===== src/rtl/div_pkg.sv =====
// Shared types and defaults for the iterative divider.
package div_pkg;

    typedef enum logic [1:0] {
        IDLE,
        BUSY,
        DONE
    } div_state_t;

    localparam int unsigned DEFAULT_WIDTH = 32;

endpackage


===== src/rtl/div_step.sv =====
// One restoring-division step: shift {rem,dvd} left, trial-subtract divisor.
module div_step
    import div_pkg::*;
#(
    parameter int unsigned WIDTH = DEFAULT_WIDTH
) (
    input  logic [WIDTH-1:0] rem,
    input  logic [WIDTH-1:0] dvd,
    input  logic [WIDTH-1:0] divisor,
    output logic [WIDTH-1:0] rem_n,
    output logic [WIDTH-1:0] dvd_n,
    output logic             qbit
);

    logic [WIDTH:0] rem_s;
    logic [WIDTH:0] diff;

    always_comb begin
        rem_s = {rem, dvd[WIDTH-1]};
        diff  = rem_s - {1'b0, divisor};
        // No borrow out of the extra bit means rem_s >= divisor
        qbit  = ~diff[WIDTH];
        rem_n = qbit ? diff[WIDTH-1:0] : rem_s[WIDTH-1:0];
        dvd_n = {dvd[WIDTH-2:0], qbit};
    end

endmodule


===== src/rtl/divider_iterative.sv =====
// Radix-2 restoring divider, one quotient bit per cycle, signed/unsigned per op.
module divider_iterative
    import div_pkg::*;
#(
    parameter int unsigned WIDTH = DEFAULT_WIDTH
) (
    input  logic             clk,
    input  logic             rst_n,
    input  logic             in_valid,
    output logic             in_ready,
    input  logic [WIDTH-1:0] a,
    input  logic [WIDTH-1:0] b,
    input  logic             is_signed,
    output logic             out_valid,
    input  logic             out_ready,
    output logic [WIDTH-1:0] q,
    output logic [WIDTH-1:0] r,
    output logic             div_zero
);

    localparam int unsigned CNT_W = $clog2(WIDTH) + 1;
    localparam logic [CNT_W-1:0] LAST = CNT_W'(WIDTH - 1);

    div_state_t       state;
    div_state_t       state_n;
    logic [CNT_W-1:0] cnt;
    logic [WIDTH-1:0] rem_r;
    logic [WIDTH-1:0] dvd_r;
    logic [WIDTH-1:0] dsr_r;
    logic [WIDTH-1:0] rem_n;
    logic [WIDTH-1:0] dvd_n;
    logic             qbit;
    logic             sign_q;
    logic             sign_r;
    logic             dz_r;
    logic             accept;
    logic             last_step;
    logic             b_zero;
    logic             neg_a;
    logic             neg_b;

    div_step #(
        .WIDTH(WIDTH)
    ) u_step (
        .rem    (rem_r),
        .dvd    (dvd_r),
        .divisor(dsr_r),
        .rem_n  (rem_n),
        .dvd_n  (dvd_n),
        .qbit   (qbit)
    );

    always_comb begin
        state_n   = state;
        in_ready  = (state == IDLE);
        out_valid = (state == DONE);
        accept    = in_valid && (state == IDLE);
        last_step = (state == BUSY) && (cnt == LAST);
        case (state)
            IDLE:    if (accept) state_n = BUSY;
            BUSY:    if (last_step) state_n = DONE;
            DONE:    if (out_ready) state_n = IDLE;
            default: state_n = IDLE;
        endcase
    end

    always_ff @(posedge clk or negedge rst_n) begin
        if (!rst_n) state <= IDLE;
        else        state <= state_n;
    end

    // Divide-by-zero runs as unsigned on the raw dividend, so the plain
    // restoring recurrence yields q=all ones and r=a with no sign fix.
    always_comb begin
        b_zero = (b == '0);
        neg_a  = is_signed && a[WIDTH-1] && !b_zero;
        neg_b  = is_signed && b[WIDTH-1];
    end

    always_ff @(posedge clk or negedge rst_n) begin
        if (!rst_n) begin
            cnt      <= '0;
            rem_r    <= '0;
            dvd_r    <= '0;
            dsr_r    <= '0;
            sign_q   <= 1'b0;
            sign_r   <= 1'b0;
            dz_r     <= 1'b0;
            q        <= '0;
            r        <= '0;
            div_zero <= 1'b0;
        end else if (accept) begin
            cnt    <= '0;
            rem_r  <= '0;
            dvd_r  <= neg_a ? -a : a;
            dsr_r  <= neg_b ? -b : b;
            sign_q <= neg_a ^ neg_b;
            sign_r <= neg_a;
            dz_r   <= b_zero;
        end else if (state == BUSY) begin
            rem_r <= rem_n;
            dvd_r <= dvd_n;
            if (last_step) begin
                // Final step result goes straight to the outputs so out_valid
                // rises on the same edge as the last quotient bit.
                q        <= sign_q ? -dvd_n : dvd_n;
                r        <= sign_r ? -rem_n : rem_n;
                div_zero <= dz_r;
            end else begin
                cnt <= cnt + 1'b1;
            end
        end
    end

endmodule


===== config.mk =====
export PLATFORM = sky130hd
export DESIGN_NAME = divider_iterative
export DESIGN_NICKNAME = d
export VERILOG_FILES = /design/src/rtl/div_pkg.sv /design/src/rtl/div_step.sv /design/src/rtl/divider_iterative.sv
export SDC_FILE = /design/constraint.sdc
export NUM_CORES = 1
export LEC_CHECK = 0
export CORE_MARGIN = 4
export CORE_UTILIZATION = 58
export CTS_CLUSTER_SIZE = 8
export DETAILED_ROUTE_END_ITERATION = 6
export PLACE_DENSITY = 0.88
export SKIP_LAST_GASP = 1
export SLEW_MARGIN = 20
export SYNTH_ARGS = -nofsm -noshare
export SYNTH_HDL_FRONTEND = slang
export SYNTH_SLANG_ARGS = --single-unit

===== constraint.sdc =====
create_clock -name clk -period 6.8 [get_ports clk]
set_input_delay 1.36 -clock clk [delete_from_list [all_inputs] [get_ports clk]]
set_output_delay 1.36 -clock clk [all_outputs]
set_load 0.02 [all_outputs]

==> impl_metrics.xml <==
<?xml version="1.0" encoding="UTF-8"?>
<metrics>
  <group name="setup_path">
    <metric name="worstPathCellList" unit="">inv_1 &gt; ha_1 &gt; fa_1 &gt; nand2b_1 &gt; a211oi_2 &gt; o21ai_2 &gt; a21oi_4 &gt; o21a_4 &gt; nor2_4 &gt; inv_2 &gt; ha_1 &gt; nand3b_1 &gt; nand2b_1 &gt; or2_2 &gt; or4_1 &gt; nand2b_1 &gt; o31ai_1 &gt; xor2_1 &gt; o21ai_0</metric>
    <metric name="worst_path_largest_cell_delay" unit="ns">0.52</metric>
    <metric name="critPathMaxFanout" unit="">8</metric>
    <metric name="timing.critical_path.from_type" unit="">flip-flop</metric>
    <metric name="critical_path_required" unit="ns">7.11</metric>
    <metric name="r2r.worst_path.cells" unit="">19</metric>
    <metric name="critical-path-slowest-cell" unit="">sky130_fd_sc_hd__or4_1</metric>
    <metric name="cp-startpoint" unit="">dvd_r[31]$_DFFE_PN0P_</metric>
    <metric name="r2r_start" unit="">dvd_r[31]$_DFFE_PN0P_</metric>
    <metric name="worst-setup-path-type" unit="">flip-flop to flip-flop</metric>
    <metric name="timing.critical_path.to_type" unit="">flip-flop</metric>
    <metric name="cp_common_cell" unit="">sky130_fd_sc_hd__nand2b_1</metric>
    <metric name="timing.critical_path.arrival" unit="ns">5.49</metric>
  </group>
  <group name="sta">
    <metric name="timing_hold_violations_final" unit="">0</metric>
    <metric name="fmax" unit="MHz">193</metric>
    <metric name="timing.slew.headroom" unit="%">26.1</metric>
    <metric name="fin_tns_setup" unit="ns">0</metric>
    <metric name="timing_worst_slew_pin_value" unit="ns">1.11</metric>
    <metric name="rsz_0062_raised_after_global_routing" unit="">no</metric>
    <metric name="post-route-period-util" unit="%">76.1</metric>
    <metric name="slew_violations" unit="">0</metric>
    <metric name="skew" unit="ns">0.0188</metric>
    <metric name="timing.final.crit_period" unit="ns">5.17</metric>
    <metric name="finalSetupViolCount" unit="">0</metric>
    <metric name="hold_slack" unit="ns">0.475</metric>
  </group>
  <group name="drt">
    <metric name="ant_nets" unit="">0</metric>
    <metric name="route.detailed.vias_per_inst" unit="">6.45</metric>
    <metric name="finalWirelength" unit="um">37200</metric>
    <metric name="routedWlPerCell" unit="um">20.1</metric>
    <metric name="drtPass1Iterations" unit="">7</metric>
    <metric name="detailroute.via_count" unit="">11900</metric>
    <metric name="post-route-drc-count" unit="">0</metric>
    <metric name="detail_route.iter0.violations" unit="">1203</metric>
  </group>
  <group name="clocking">
    <metric name="worstSkewPairLatency" unit="ns">0.45</metric>
    <metric name="max-clock-path-buffers" unit="">2</metric>
    <metric name="tritoncts" unit="">yes</metric>
    <metric name="cts_resized" unit="">0</metric>
    <metric name="cts_setup_buffers" unit="">0</metric>
    <metric name="htree_num_levels" unit="">4</metric>
    <metric name="root_buf_cell" unit="">sky130_fd_sc_hd__clkbuf_16</metric>
    <metric name="clk_transition_reported_paths" unit="ns">0.07</metric>
    <metric name="cts-buffers-inserted" unit="">17</metric>
    <metric name="numClockSinks" unit="">172</metric>
    <metric name="cts_hold_buffers" unit="">0</metric>
  </group>
  <group name="min_path">
    <metric name="timing.hold.worst_path_depth" unit="">2</metric>
    <metric name="hp-start" unit="">r[19]$_DFFE_PN0P_</metric>
    <metric name="worst_hold_path_type" unit="">flip-flop to flip-flop</metric>
  </group>
  <group name="floorplan">
    <metric name="die_w" unit="um">154</metric>
    <metric name="floorplan.die.height" unit="um">154</metric>
    <metric name="coreArea" unit="sq mm">0.0210</metric>
    <metric name="effective_utilization_at_floorplan" unit="%">58.8</metric>
    <metric name="num_io_pins" unit="">136</metric>
    <metric name="cell_rows" unit="">53</metric>
    <metric name="die_area" unit="sq mm">0.0237</metric>
  </group>
  <group name="layout">
    <metric name="layout.cells.most_common_list" unit="">sky130_fd_sc_hd__o21ai_0 (205), sky130_fd_sc_hd__nand2_1 (194), sky130_fd_sc_hd__dfrtp_1 (172)</metric>
    <metric name="layout.cells.non_filler" unit="">1849</metric>
    <metric name="antennaDiodeCount" unit="">0</metric>
    <metric name="final.fill_count" unit="">1674</metric>
    <metric name="finalCoreUtilization" unit="%">68.6</metric>
    <metric name="area.growth.synth_to_final" unit="%">16.5</metric>
    <metric name="nets" unit="">1668</metric>
    <metric name="area_taken_by_multi_input_logic_gates" unit="sq mm">0.00744</metric>
    <metric name="final_layout_size_suffix_gt1_share" unit="%">6.48</metric>
    <metric name="layout.cells.most_common" unit="">sky130_fd_sc_hd__o21ai_0</metric>
    <metric name="regArea" unit="sq mm">0.00430</metric>
  </group>
  <group name="yosys">
    <metric name="synth_ff_type" unit="">sky130_fd_sc_hd__dfrtp_1</metric>
    <metric name="netlist-cell-type-count" unit="">91</metric>
    <metric name="synth-edff-count" unit="">0</metric>
    <metric name="synthDominantCellAreaShare" unit="%">34.9</metric>
    <metric name="netlist_instances" unit="">1484</metric>
    <metric name="share_of_synthesized_registers_carrying_an_async_set_or_reset" unit="%">100</metric>
    <metric name="synth.yosys.seq_area_share" unit="%">34.9</metric>
    <metric name="net_count_after_synthesis" unit="">1591</metric>
    <metric name="postSynthAreaPerCell" unit="sq um">8.31</metric>
    <metric name="synth-warning-count" unit="">0</metric>
    <metric name="synth.ff_latch_count" unit="">172</metric>
    <metric name="post-synth-top-area-cell" unit="">sky130_fd_sc_hd__dfrtp_1</metric>
    <metric name="netlist_area" unit="sq mm">0.0123</metric>
    <metric name="netlist_top_cells_area" unit="">sky130_fd_sc_hd__dfrtp_1 (35%), sky130_fd_sc_hd__o21ai_0 (8.3%), sky130_fd_sc_hd__nand2_1 (6.0%)</metric>
  </group>
  <group name="placed_design">
    <metric name="io_buffer_count" unit="">135</metric>
    <metric name="detailedPlacementHpwl" unit="um">27500</metric>
    <metric name="gpl.final_weighted_congestion" unit="">0.960</metric>
    <metric name="numPlacedInstances" unit="">1816</metric>
  </group>
  <group name="grt">
    <metric name="grt_max_degree" unit="">127</metric>
    <metric name="number_of_global_route_vias_before_repair" unit="">11200</metric>
    <metric name="grt_antenna_before_repair" unit="">1</metric>
    <metric name="grt_overflow" unit="">0</metric>
    <metric name="globalRouteTotalUtil" unit="%">30.4</metric>
    <metric name="wire_length_of_the_first_global_routing_pass" unit="um">58700</metric>
  </group>
  <group name="flow_run">
    <metric name="max-cap-violations" unit="">0</metric>
  </group>
  <group name="status">
    <metric name="outcome" unit="">completed</metric>
  </group>
</metrics>
==> Yosys cell counts (22+ instances only) <==
| library cell | count |
|---|---|
| sky130_fd_sc_hd__nand3_1 | 63 |
| sky130_fd_sc_hd__nand2_1 | 196 |
| sky130_fd_sc_hd__dfrtp_1 | 172 |
| sky130_fd_sc_hd__xnor2_1 | 63 |
| sky130_fd_sc_hd__mux2i_1 | 25 |
| sky130_fd_sc_hd__a21oi_1 | 73 |
| sky130_fd_sc_hd__a22oi_1 | 31 |
| sky130_fd_sc_hd__inv_1 | 53 |
| sky130_fd_sc_hd__clkbuf_1 | 53 |
| sky130_fd_sc_hd__ha_1 | 37 |
| sky130_fd_sc_hd__nor2_1 | 81 |
| sky130_fd_sc_hd__o21ai_0 | 205 |
| sky130_fd_sc_hd__o31ai_1 | 31 |
| sky130_fd_sc_hd__nor3_1 | 22 |
| sky130_fd_sc_hd__xor2_1 | 74 |
==> final timing paths <==
kind,to,slack [ns]
worst max-delay path,q[28]$_DFFE_PN0P_,1.63
worst min-delay path,r[19]$_DFFE_PN0P_,0.47
worst max register to register,q[28]$_DFFE_PN0P_,1.63
worst min register to register,r[19]$_DFFE_PN0P_,0.47
max in group asynchronous,dsr_r[29]$_DFFE_PN0P_,4.66
min in group asynchronous,r[26]$_DFFE_PN0P_,0.89
==> critical path: cells and delay by family, from the launching register on <==
kind / cells / cell delay, ns
compound gates: 6 / 1.58
flops: 1 / 0.40
simple gates: 7 / 1.78
xor+xnor: 1 / 0.18
buf+inv: 2 / 0.22
fa+ha+maj: 3 / 0.88
==> stage by stage <==
stage	instance area [sq um]	setup WS, ns
2_1_floorplan	12300	1.90
3_3_place_gp	13700	1.95
3_5_place_dp	13700	1.72
4_1_cts	14300	1.66
5_1_grt	14400	1.38
6_report	14400	1.63
==> cell type report <==
cell class | instances | area share [%]
multi-input combinational | 1170 | 51.8
timing repair buffer | 146 | 10.1
tap | 275 | 2.39
inverter | 54 | 1.41
clock buffer | 17 | 2.96
sequential | 172 | 30.0
clock inverter | 15 | 1.38
==> registers in the layout (all words and copies together), names as in the netlist <==
register / cells
div_zero: 1
q: 32
rem_r: 32
dz_r: 1
dsr_r: 32
cnt: 6
state: 2
sign_r: 1
r: 32
dvd_r: 32
sign_q: 1
==> cell families after synthesis <==
family	count (synthesis)	synth area share (%)
DFF	172	34.9
and+or+nand+nor	497	19.6
xor gates and xnor gates	137	9.73
adders and majority gates	38	3.92
muxes	28	2.30
buffers and inverters	142	4.98
AOI/OAI and AO/OA	470	24.6
==> routing by layer <==
layer  GRT usage (%)  wire length, um  share of wire [%]  vias up
met5               0               13              0.035        -
met4            11.2             1390                3.7        2
met3            3.63             2580                6.9      121
met2            50.8            17900                 48      635
met1            40.9            15300                 41     5646
li1                -                -                  -     5516
Power is not shown: default switching activity piles up to over one toggle a cycle in this logic, so the estimate is an artifact.
